**config.mk**
```make
export PLATFORM = sky130hd
export DESIGN_NAME = sing_io_tristate_sched
export DESIGN_NICKNAME = d
export VERILOG_FILES = /design/src/rtl/sing_io_tristate_sched.sv
export SDC_FILE = /design/constraint.sdc
export NUM_CORES = 1
export LEC_CHECK = 0
export BUFFER_PORTS_ARGS = -buffer_cell sky130_fd_sc_hd__buf_2
export CORE_UTILIZATION = 41
export DETAILED_ROUTE_END_ITERATION = 7
export GPL_ROUTABILITY_DRIVEN = 0
export SYNTH_ARGS = -nofsm -noshare
export SYNTH_HDL_FRONTEND = slang
export SYNTH_SLANG_ARGS = --single-unit
```
**constraint.sdc**
```tcl
create_clock -name clk -period 3.53 [get_ports clk]
set_input_delay 0.1765 -clock clk [delete_from_list [all_inputs] [get_ports clk]]
set_output_delay 0.1765 -clock clk [all_outputs]
set_load 0.01 [all_outputs]
```
**src/rtl/sing_io_tristate_sched.sv**
```systemverilog
// Two-requester scheduler for one shared OBUFT-style tristate pad.
// Grants fixed-length drive windows, round-robin, separated by high-Z turnaround.
module sing_io_tristate_sched #(
    parameter int HOLD_CYCLES = 4,
    parameter int TURN_CYCLES = 2,
    parameter int CNT_W       = 8
) (
    input  logic       clk,
    input  logic       rst,
    input  logic [1:0] req,
    input  logic       din0,
    input  logic       din1,
    output logic [1:0] gnt,
    output logic       busy,
    output logic       done,
    output logic       io_i,
    output logic       io_t
);

    typedef enum logic [1:0] {
        S_IDLE,
        S_DRIVE,
        S_TURN
    } state_t;

    state_t     r_state;
    state_t     w_next;
    logic [CNT_W-1:0] r_cnt;
    logic [CNT_W-1:0] w_cnt_next;
    logic       r_last;
    logic       w_win;
    logic       w_owner;
    logic       w_din;
    logic [1:0] r_gnt;
    logic       r_busy;
    logic       r_done;
    logic       r_io_i;
    logic       r_io_t;

    // Tie goes to whoever was not granted last; r_last resets to 1 so 0 wins.
    always_comb begin
        w_win = 1'b0;
        case (req)
            2'b01:   w_win = 1'b0;
            2'b10:   w_win = 1'b1;
            2'b11:   w_win = ~r_last;
            default: w_win = 1'b0;
        endcase
    end

    always_comb begin
        w_next     = r_state;
        w_cnt_next = r_cnt;
        case (r_state)
            S_IDLE: begin
                if (req != 2'b00) begin
                    w_next     = S_DRIVE;
                    w_cnt_next = CNT_W'(HOLD_CYCLES);
                end
            end
            S_DRIVE: begin
                if (r_cnt == CNT_W'(1)) begin
                    w_next     = S_TURN;
                    w_cnt_next = CNT_W'(TURN_CYCLES);
                end else begin
                    w_cnt_next = r_cnt - CNT_W'(1);
                end
            end
            S_TURN: begin
                if (r_cnt == CNT_W'(1)) begin
                    w_next     = S_IDLE;
                    w_cnt_next = '0;
                end else begin
                    w_cnt_next = r_cnt - CNT_W'(1);
                end
            end
            default: begin
                w_next     = S_IDLE;
                w_cnt_next = '0;
            end
        endcase
    end

    assign w_owner = (r_state == S_IDLE) ? w_win : r_last;
    assign w_din   = w_owner ? din1 : din0;

    // Outputs are registered from the next state so they line up with it.
    always_ff @(posedge clk) begin
        if (rst) begin
            r_state <= S_IDLE;
            r_cnt   <= '0;
            r_last  <= 1'b1;
            r_gnt   <= 2'b00;
            r_busy  <= 1'b0;
            r_done  <= 1'b0;
            r_io_i  <= 1'b0;
            r_io_t  <= 1'b1;
        end else begin
            r_state <= w_next;
            r_cnt   <= w_cnt_next;
            if (r_state == S_IDLE && w_next == S_DRIVE) begin
                r_last <= w_win;
            end
            if (w_next == S_DRIVE) begin
                r_gnt <= w_owner ? 2'b10 : 2'b01;
            end else begin
                r_gnt <= 2'b00;
            end
            r_busy <= (w_next != S_IDLE);
            r_done <= (r_state == S_DRIVE) && (w_next == S_TURN);
            r_io_i <= (w_next == S_DRIVE) & w_din;
            r_io_t <= (w_next != S_DRIVE);
        end
    end

    assign gnt  = r_gnt;
    assign busy = r_busy;
    assign done = r_done;
    assign io_i = r_io_i;
    assign io_t = r_io_t;

endmodule

```
# --- Yosys cells after proc, flatten, opt, wreduce, memory -nomap -nowiden ---
# Cells that the tools add are included.
totals:
  regBits: 17
  input_bits: 6
  output_inout_bits: 6
  word_cells: 39
classes:
  add_sub_neg: 1
  n_eq_ne: 9
  muxes: 12
  n_bitwise: 3
  reduce_logical: 6
op_table:
  columns: ["cell", "n"]
  rows:
  - ["8-bit 2-to-1 mux", 3]
  - ["8-bit one-hot mux with 3 select lines", 1]
  - ["2-bit equality test, second input constant", 4]
  - ["8-bit by 1-bit equality test with 1-bit output, second input constant", 1]
  - ["2-bit 2-to-1 mux", 4]
  - ["8-bit by 1-bit subtractor with 8-bit output, second input constant", 1]
  - ["2-bit one-hot mux with 3 select lines", 1]
  - ["2-bit by 1-bit equality test with 1-bit output, second input constant", 2]
  - ["2-bit nonzero test", 2]
  - ["1-bit logical AND", 2]
  - ["2-bit zero test", 1]
  - ["1-bit 2-to-1 mux", 2]
  - ["2-bit by 1-bit != test with 1-bit output, second input constant", 1]
  - ["2-bit != test, second input constant", 1]
  - ["1-bit NOT", 2]
  - ["1-bit one-hot mux with 2 select lines", 1]
  - ["2-bit OR reduction", 1]
  - ["1-bit bitwise AND", 1]

# --- Logic depth before layout (Yosys ltp) ---
# Gate-level depths: netlist of run 1.
depth:
  word_depth: 6
  depth_mapped: 6
  mapped_depth_nobuf: 6

# --- Worst setup path before layout of run 1 ---
# No wires, ideal clock.
synth_path:
  path_kind: "register -> register"
  startpoint: "register r_cnt[2]"
  endpoint: "register r_cnt[7]"
  setup_ps: 125
  arrival_time_ps: 1346
  required_ps: 3405
  slack_ps: 2058
  path_stages_with_launch: 5
  path_buffers: 0
  synth_period_minus_slack_ps: 1472
  cell_sequence: "dfxtp_1 -> or4_4 -> nor4b_4 -> xnor2_1 -> nor2_2"
synth_via:
  elab_chain_len: 3
  elab_cells_between_ends: 5
  cone_classes: "add/sub: 1; eq/ne: 1; mux: 3"
synth_rtl:
  columns: ["item", "line_no", "rtl"]
  rows:
  - ["start, declared", "28", "logic [CNT_W-1:0] r_cnt;"]
  - ["start signal, assigned", "100", "r_cnt <= w_cnt_next;"]
  - ["8-bit by 1-bit subtractor with 8-bit output / 8-bit by 1-bit equality test with 1-bit output (equally long branches)", null, null]
  - ["8-bit 2-to-1 mux, on equally long branches", "70, 62", null]
  - ["8-bit one-hot mux with 3 select lines (*)", "54", "case (r_state)"]
# Every way passes the cells marked *; elsewhere a longest branch is shown, timed or not.
# A chain may end at the register's enable or synchronous reset.

# --- Final worst setup path of run 1 ---
layout_path:
  startpoint: "register r_cnt[2]"
  endpoint: "register r_cnt[3]"
# Same word-level chain as after synthesis.

==> results by group, run 1 <==
Run status
  – Status: completed

Worst setup path
  – R2r setup slk: 1.75 ns
  – Crit Path Class: flip-flop to flip-flop
  – Critical-path top delay cell: nor4_1
  – Critical Path Start Type: flip-flop
  – Setup crit end kind: flip-flop
  – Critical path's largest stage delay: 0.57 ns
  – WP data required: 3.70 ns
  – R2R Path Start: r_cnt[2]
  – Worst-path cell chain: nor4_1 -> a31oi_1 -> o21bai_1 -> nor2_1
  – Critical Path Fanout Max: 7
  – Reg2reg path depth: 4
  – CP arrival: 1.96 ns
  – FF-to-FF End: r_cnt[3]

Timing
  – Worst slew pin tran: 0.5800 ns
  – Setup TNS: 0 ns
  – Slew margin rel.: 60.97%
  – Minimum period implied by the final worst setup slack: 1.785 ns
  – Slew Viols, Final: 0
  – Peak Freq: 560.3 MHz
  – Clock Skew: 0.004735 ns
  – Hold Vio Cnt, Final: 0
  – RSZ-0062 raised after global routing: no
  – Final Cycle Share: 50.56%
  – Final worst slack: 1.745 ns
  – Final setup fails: 0

Clock network
  – Htree depth: 1
  – Clock Root Buffer: clkbuf_4
  – CTS resizes: 0
  – CTS max path bufs: 2
  – Clock transition at path regs: 0.10 ns
  – CTS tree: built
  – Num CTS Buffers: 3
  – Clk_lat worst skew: 0.29 ns
  – Hold-fix buffers at CTS: 0
  – Postcts setup bufs: 0
  – CTS Sinks: 17

GRT
  – First-pass GRT wire length: 2270 microns
  – Vias in the first global route: 542
  – All-Layer GR Usage: 15.61%
  – Antenna violations before repair: 0
  – Largest net degree at the start of global routing: 11
  – Grt ovf: 0

Power and ir drop
  – Clock power frac: 20.7%
  – Internal: 0.3361 mW
  – PD cells: 565.1 nW/um^2
  – Leakage: 0.3681 nW
  – Maximum VDD drop: 0.3303 mV
  – Combinational Power Share: 30.5%
  – Sequential share of power: 48.8%
  – Sw Pwr: 0.1609 mW
  – Switching Share: 32.38%

Placement
  – Pre-CTS WS: 1.801 ns
  – HPWL after detailed placement: 995.3 microns
  – Inst Count DP: 116
  – Port Buf Inserts: 11

Layout
  – Area grow syn2layout: 13.02%
  – Post-layout util: 50.39%
  – # diodes: 0
  – Share of cells above drive strength 1: 22.11%
  – Nets: 104
  – Filler Cell Count: 172
  – Non-Filler Instances: 120

Logic synthesis
  – Mapped Area: 778.2 sq um
  – Syn Area/Cell: 9.376 sq um
  – Simple-gate share of the synthesized area: 27.65%
  – Post-Synth XOR/XNOR Area: 7.878%
  – Mapped Cells: 83
  – Area fraction in compound gates after synthesis: 11.41%
  – Yosys reg bits: 17
  – Distinct cells, synth: 33
  – Syn_nets: 91
  – Yosys top cell by area: dfxtp_1
  – Adder-cell area share of the yosys netlist: 3.215%
  – Synth top area cells: dfxtp_1, xnor2_1, nor2_1, a21oi_1, ha_1
  – Warnings from Yosys: 0
  – Multiplexer area fraction after synthesis: 2.572%
  – Sequential fraction of the synthesis area: 43.73%
  – Main combinational cell family by area after synthesis: simple AND/OR/NAND/NOR gates
  – Share of the synthesized area in the top cell type: 43.73%

Floorplan
  – Die area: 2076 sq um
  – # rows: 15
  – Initial Util: 44.59%
  – Total core area: 1745 sq um
  – Die H: 45.57 microns
  – # IOs: 12
  – Die W: 45.57 microns

Route
  – Post-DR wirelength/cell: 10.88 microns
  – DRC: 0
  – First drt pass iteration count: 4
  – Initial drt markers: 6
  – Final wirelength: 1305 microns
  – Antenna Nets Post-Route: 0
  – Drt via density: 4.933
  – Via Count: 592

Hold path
  – Hold Path Class: input port to flip-flop
  – Hold endpoint: io_i
  – Hold path start: din1
  – Min-Delay Path Depth: 3

Job
  – Max Cap Viol: 0
## synth_stat cells
cell type / number
xor2_1: 1
nand3b_1: 1
and3_1: 1
nand2b_1: 2
nor2_2: 1
a31oi_1: 2
nor4_4: 1
o21bai_1: 1
clkbuf_1: 1
o21ai_0: 1
ha_1: 2
or4b_1: 1
dfxtp_1: 17
buf_1: 1
nor2_1: 11
a21oi_1: 5
mux2i_1: 2
inv_1: 4
buf_2: 1
a211o_1: 1
nor4b_4: 1
a21boi_0: 2
xnor2_1: 6
or3_2: 1
a21o_1: 1
or2_2: 1
nand2_1: 4
nor3_1: 2
o31ai_1: 1
nor4_1: 4
nor2b_1: 1
or4_4: 1
nand3_1: 1
## routing by layer
metal	vias to the layer above	track usage [%]	share of wire (%)
li1	312	-	-
met2	10	21.14	46
met5	-	0	0
met4	0	11.52	1.4
met1	268	20.29	50
met3	2	5.159	2.4
## area by class of cell
| cell class | count | area, sq um | share of cell area, % |
|---|---|---|---|
| multi-input combinational | 59 | 410.4 | 46.66 |
| sequential | 17 | 340.3 | 38.69 |
| timing repair buffer | 11 | 55.05 | 6.259 |
| tap | 25 | 31.28 | 3.556 |
| clock buffer | 3 | 22.52 | 2.560 |
| inverter | 4 | 15.01 | 1.707 |
| clock inverter | 1 | 5.005 | 0.5690 |
## power groups by stage
stage	sequential, mW	combinational [mW]	clock, mW
2_1_floorplan	0.243	0.123	0
3_3_place_gp	0.247	0.149	0
3_5_place_dp	0.247	0.151	0
4_1_cts	0.242	0.152	0.106
5_1_grt	0.246	0.172	0.117
6_report	0.242	0.152	0.103
## cell usage in the layout, fill, tap and decap left out, drive strengths merged, types with 2 or more instances in the layout
| cell | synthesis | routed |
|---|---|---|
| nand2 | 4 | 4 |
| a31oi | 2 | 2 |
| a21oi | 5 | 5 |
| mux2i | 2 | 2 |
| ha | 2 | 2 |
| nor3 | 2 | 2 |
| inv | 4 | 4 |
| a21boi | 2 | 2 |
| nor4 | 5 | 5 |
| buf | 2 | 11 |
| nand2b | 2 | 2 |
| clkbuf | 1 | 3 |
| dfxtp | 17 | 17 |
| nor2 | 12 | 12 |
| xnor2 | 6 | 6 |
## state kept, by name, summed over array words and instances (netlist names)
signal / cells
done: 1
io_i: 1
busy: 1
r_cnt: 8
io_t: 1
r_last: 1
r_state: 2
gnt: 2
## how the worst max path moves through the flow
stage	cells after the start	slack, ns	start	endpoint
2_1_floorplan	4	2.06	r_cnt[2]	r_cnt[7]
3_3_place_gp	4	1.89	r_cnt[2]	r_cnt[3]
3_5_place_dp	4	1.80	r_cnt[2]	r_cnt[3]
4_1_cts	4	1.79	r_cnt[2]	r_cnt[3]
5_1_grt	4	1.54	r_cnt[2]	r_cnt[3]
6_report	4	1.75	r_cnt[2]	r_cnt[3]
## metrics by stage
step | cell area (sq um) | hold slack [ns] | power, mW
after global placement | 852.1 | 0.4140 | 0.3960
after detailed placement | 852.1 | 0.4254 | 0.3977
after global routing | 879.6 | 0.1178 | 0.5349
after CTS | 879.6 | 0.1160 | 0.5006
after floorplan | 778.2 | 0.3204 | 0.3658
final | 879.6 | 0.1233 | 0.4970
## kinds of logic after synthesis
family          after synthesis
simple gates                 34
flops                        17
compound gates               14
xor+xnor                      7
buf+inv                       7
mux                           2
fa+ha+maj                     2
## worst max-delay path, delay by kind of cell, from the launching register on
kind             cells  cell delay (ns)
AND/OR/NAND/NOR      2             0.66
AO/OA/AOI/OAI        2             0.63
flip-flops           1             0.38
No activity file was read; power rests on OpenSTA's default activity.
==> run 2, diff against run 1 <==
==> constraint.sdc (replaced) <==
create_clock -name clk -period 1.8 [get_ports clk]
set_input_delay 0.09 -clock clk [delete_from_list [all_inputs] [get_ports clk]]
set_output_delay 0.09 -clock clk [all_outputs]
set_load 0.01 [all_outputs]
==> run 2 against run 1 <==
  * Global-route usage unchanged
  * First-iteration DRC count unchanged
  * Hold slack worse by 0.087 ns
  * Utilization up 0.36 points
  * Critical path depth unchanged
  * Critical endpoint unchanged
  * Largest cell class unchanged
==> results by group, run 2 (synthesized netlist as in run 1, its figures left out) <==
Clock network
  – Htree depth: 1
  – Clock transition at path regs: 0.10 ns
  – CTS max path bufs: 2
  – Clk_lat worst skew: 0.29 ns
  – Clock Root Buffer: clkbuf_4
  – Hold-fix buffers at CTS: 0
  – Num CTS Buffers: 3
  – CTS tree: built
  – CTS Sinks: 17

Route
  – Via Count: 600
  – Final wirelength: 1325 microns
  – Initial drt markers: 6
  – First drt pass iteration count: 4
  – Drt via density: 5.000
  – DRC: 0
  – Antenna Nets Post-Route: 0
  – Post-DR wirelength/cell: 11.04 microns

Timing
  – Final worst slack: 0.1928 ns
  – Minimum period implied by the final worst setup slack: 1.607 ns
  – Slew margin rel.: 62.18%
  – Hold Vio Cnt, Final: 0
  – Slew Viols, Final: 0
  – Peak Freq: 622.2 MHz
  – Worst slew pin tran: 0.5630 ns
  – Hold slack: 0.03642 ns
  – Clock Skew: 0.005238 ns
  – Final Cycle Share: 89.29%
  – RSZ-0062 raised after global routing: no
  – Final setup fails: 0
  – Setup TNS: 0 ns

Placement
  – Placed inst area: 852.1 sq um
  – Pre-CTS WS: 0.07098 ns
  – HPWL after detailed placement: 995.3 microns
  – Port Buf Inserts: 11

GRT
  – All-Layer GR Usage: 15.61%
  – GR Layer Usage met1: 20.29%
  – First-pass GRT wire length: 2270 microns
  – Antenna violations before repair: 0
  – GR Util met3: 5.159%
  – Vias in the first global route: 542
  – Met2 GRT Util: 21.14%
  – Grt ovf: 0
  – Largest net degree at the start of global routing: 11
  – Global routing's busiest layer: met2

Job
  – Max Cap Viol: 0

Worst setup path
  – Critical Path Fanout Max: 7
  – CP arrival: 1.78 ns
  – Critical Path Start Type: flip-flop
  – Crit Path Class: flip-flop to flip-flop
  – Setup crit end kind: flip-flop
  – WP data required: 1.97 ns

Run status
  – Status: completed

Layout
  – Reg with most FFs: r_cnt
  – Filler Cell Count: 169
  – Design Area, Final: 885.9 sq um
  – Area of the multi-input gates: 416.7 sq um
  – Seq. cell area: 340.3 sq um
  – Most frequent cells in the layout: dfxtp_1, nor2_1, buf_2
  – # diodes: 0
  – Share of cells above drive strength 1: 23.16%
  – Area grow syn2layout: 13.83%
  – Post-layout util: 50.75%
  – Nets: 104
  – Commonest non-fill, non-tap cell in the layout: dfxtp_1
  – Max FFs per register: 8

Power and ir drop
  – Leakage: 0.3692 nW
  – PD cells: 1108 nW/um^2
  – Maximum VDD drop: 0.6485 mV

Hold path
  – Hold Path Class: input port to flip-flop

Floorplan
  – # IOs: 12
  – # rows: 15
  – Die W: 45.57 microns
  – Total core area: 1745 sq um
  – Die H: 45.57 microns
  – Initial Util: 44.59%
  – Die area: 2076 sq um
run 2: cell counts in the layout (fill, tap and decap cells not counted):
Identical to the previous run, type by type.
run 2: worst max-delay path, stage by stage, from the launching register on:
cell and delay, ns:
dfxtp_1 0.39, nor4_2 0.43, a31oi_1 0.20, o21bai_1 0.38
nor2_1 0.09
run 2: through the flow:
stage / power, mW / cells
floorplan: 0.7174 / 83
global placement: 0.7766 / 116
detailed placement: 0.7799 / 116
CTS: 0.9818 / 120
global route: 1.056 / 120
finish: 0.9816 / 120
run 2: metal layers:
| metal | vias up | part of all wire (%) |
|---|---|---|
| met2 | 12 | 45 |
| met5 | - | 0 |
| met3 | 4 | 3.5 |
| met4 | 0 | 2.0 |
| met1 | 270 | 49 |
| li1 | 314 | - |
run 2: final timing paths:
| path | start | to | slack (ns) | cells after the start |
|---|---|---|---|---|
| max | r_cnt[2] | r_cnt[3] | 0.19 | 4 |
| min | din1 | io_i | 0.04 | 3 |
| max reg2reg | r_cnt[2] | r_cnt[3] | 0.19 | 4 |
| min reg2reg | r_last | r_last | 0.51 | 2 |
run 2: area by class of cell:
class,count,share of cell area (%)
clock buffer,3,2.542
clock inverter,1,0.5650
inverter,4,1.695
multi-input combinational,59,47.03
sequential,17,38.42
tap,25,3.531
timing repair buffer,11,6.215
run 2: timing repair:
item,in CTS,in global routing
resized for setup,0,1
buffers inserted,0,0
endpoints found under the setup margin,0,5
run 2: where the power goes:
part	internal [mW]	leakage, nW	switching [mW]
clock	0.0827	0.0177	0.119
sequential	0.426	0.140	0.0525
combinational	0.154	0.211	0.148
==> run 3, diff against run 2 <==
--- a/config.mk
+++ b/config.mk
@@ -5,6 +5,7 @@
 export SDC_FILE = /design/constraint.sdc
 export NUM_CORES = 1
 export LEC_CHECK = 0
+export ABC_AREA = 1
 export BUFFER_PORTS_ARGS = -buffer_cell sky130_fd_sc_hd__buf_2
 export CORE_UTILIZATION = 41
 export DETAILED_ROUTE_END_ITERATION = 7
==> run 3 against run 2 <==
  * Global-route usage increased by 0.36 points
  * Routed wire length increased by 23%
  * Sequential power decreased by 4.2%
  * Utilization decreased by 0.51 points
  * Sequential cell count unchanged
  * Count of clock-buffer cells in the layout unchanged
  * Highest routed layer unchanged
  * Clock skew about the same
  * Critical path type unchanged
  * Clock power about the same
  * Final cell count increased by 37%
  * Die area increased by 15%
  * Maximum frequency increased by 32%
  * Critical endpoint is now busy
==> results by group, run 3 <==
Clock network
  – Postcts setup bufs: 0
  – Clock transition at path regs: 0.10 ns
  – Hold-fix buffers at CTS: 0
  – CTS max path bufs: 2
  – CTS tree: built
  – CTS resizes: 0
  – CTS Sinks: 17
  – Num CTS Buffers: 3
  – Clock Root Buffer: clkbuf_4
  – Htree depth: 1
  – Clk_lat worst skew: 0.29 ns

Timing
  – RSZ-0062 raised after global routing: no
  – Slew Viols, Final: 0
  – Final worst slack: 0.5868 ns
  – Hold Vio Cnt, Final: 0
  – Setup TNS: 0 ns
  – Clock Skew: 0.005285 ns
  – Final setup fails: 0
  – Final Cycle Share: 67.40%
  – Peak Freq: 824.3 MHz
  – Minimum period implied by the final worst setup slack: 1.213 ns
  – Slew margin rel.: 81.52%
  – Worst slew pin tran: 0.2762 ns

Layout
  – Share of cells above drive strength 1: 34.31%
  – Max FFs per register: 8
  – Most frequent cells in the layout: nand2_1, dfxtp_1, inv_1
  – Filler Cell Count: 217
  – Nets: 146
  – Area grow syn2layout: 12.93%
  – Reg with most FFs: r_cnt
  – Commonest non-fill, non-tap cell in the layout: nand2_1
  – # diodes: 0

Worst setup path
  – Critical path's largest stage delay: 0.39 ns
  – Worst-path cell chain: ha_1 -> nand2_2 -> nor2_4 -> o22ai_2 -> nand2_2 -> nand2_1
  – Critical Path Start Type: flip-flop
  – Crit path buf inv count: 0
  – Setup crit end kind: flip-flop
  – R2r setup slk: 0.59 ns
  – CP arrival: 1.40 ns
  – Crit Path Class: flip-flop to flip-flop
  – Critical Path Fanout Max: 5
  – Critical-path top delay cell: dfxtp_1
  – Most frequent CP cell: nand2_2
  – CP startpoint: r_cnt[0]
  – Cell family with most CP delay: simple AND/OR/NAND/NOR gates
  – R2R Path Start: r_cnt[0]
  – WP data required: 1.99 ns

Power and ir drop
  – Maximum VDD drop: 0.6618 mV
  – Sequential share of power: 45.6%
  – Internal: 0.6326 mW
  – Clock power frac: 20.3%
  – Combinational Power Share: 34.1%
  – Switching Share: 37.01%
  – PD cells: 988.5 nW/um^2
  – Leakage: 0.5296 nW
  – Sw Pwr: 0.3716 mW

Logic synthesis
  – Syn Area/Cell: 7.374 sq um
  – Synth top cells by count: nand2_1, dfxtp_1, inv_1
  – Syn_nets: 130
  – Warnings from Yosys: 0
  – Mapped Area: 899.6 sq um
  – Yosys top cell by area: dfxtp_1
  – Most used DFF post-synth: dfxtp_1
  – Yosys reg bits: 17
  – Post-synth ARST share: 0%
  – Synth top area cells: dfxtp_1, nand2_1, inv_1, nor2_2, nand2_2
  – Post-synth EDFFs: 0
  – Distinct cells, synth: 18
  – Share of the synthesized area in the top cell type: 37.83%
  – Mapped Cells: 122
  – Most numerous cell in the Yosys netlist: nand2_1
  – Sequential fraction of the synthesis area: 37.83%

Placement
  – HPWL after detailed placement: 1306 microns
  – Port Buf Inserts: 11
  – Pre-CTS WS: 0.6081 ns

Hold path
  – Hold Path Class: input port to flip-flop
  – Hold path start: rst

Route
  – Initial drt markers: 13
  – Drt via density: 4.598
  – Via Count: 754
  – First drt pass iteration count: 4
  – Post-DR wirelength/cell: 9.939 microns
  – Antenna Nets Post-Route: 0
  – Final wirelength: 1630 microns
  – DRC: 0

GRT
  – First-pass GRT wire length: 2960 microns
  – Vias in the first global route: 706
  – Antenna violations before repair: 0
  – Largest net degree at the start of global routing: 11
  – All-Layer GR Usage: 15.96%
  – Grt ovf: 0

Run status
  – Status: completed

Floorplan
  – # IOs: 12
  – # rows: 16
  – Initial Util: 44.49%
  – Total core area: 2022 sq um
  – Die W: 48.84 microns
  – Die H: 48.84 microns
  – Die area: 2385 sq um

Job
  – Max Cap Viol: 0
==> run 3: path summary, 6_finish.rpt <==
kind | end | cells past startpoint
worst max-delay path | busy | 6
worst min-delay path | io_i | 2
worst max register to register | busy | 6
worst min register to register | r_cnt[0] | 2
==> run 3: power by group through the flow <==
stage | logic [mW] | clock network (mW) | registers (mW)
floorplan | 0.269 | 0 | 0.468
global placement | 0.344 | 0 | 0.466
detailed placement | 0.343 | 0 | 0.466
CTS | 0.344 | 0.211 | 0.458
global route | 0.388 | 0.228 | 0.464
finish | 0.342 | 0.204 | 0.458
==> run 3: area by class of cell <==
class	instances	area [sq um]	share of cell area (%)
Tap cell	27	33.78	3.325
Clock buffer	3	22.52	2.217
Sequential cell	17	340.3	33.50
Multi-Input combinational cell	83	476.7	46.92
Inverter	22	82.58	8.128
Clock inverter	1	5.005	0.4926
Timing Repair Buffer	11	55.05	5.419
==> run 3: logic make-up (layout without fill, tap and decap cells) <==
logic type               after synthesis  in the layout  synth area share [%]
AND/OR/NAND/NOR                       70             70                 41.17
buffers and inverters                 22             37                 9.180
flip-flops                            17             17                 37.83
AO/OA/AOI/OAI                          7              7                 5.146
XOR/XNOR                               4              4                 3.894
adder cells (fa/ha/maj)                2              2                 2.781
==> run 3: through the flow <==
step	hold WS (ns)	utilization, %	total power [mW]	cell area, sq um	std cells
6_report	0.03046	50.25	1.004	1016	164
4_1_cts	0.02536	50.25	1.014	1016	164
3_3_place_gp	0.3453	48.89	0.8096	988.4	160
5_1_grt	0.03277	50.25	1.080	1016	164
3_5_place_dp	0.3397	48.89	0.8092	988.4	160
2_1_floorplan	0.1569	-	0.7369	899.6	122
==> run 3: layer usage <==
layer  vias up  GRT usage [%]  wire (microns)
met5         -              0               0
met4         0          5.882               8
met3         2          3.738              53
met2        11          23.15             708
met1       341          22.82             860
li1        400              -               -
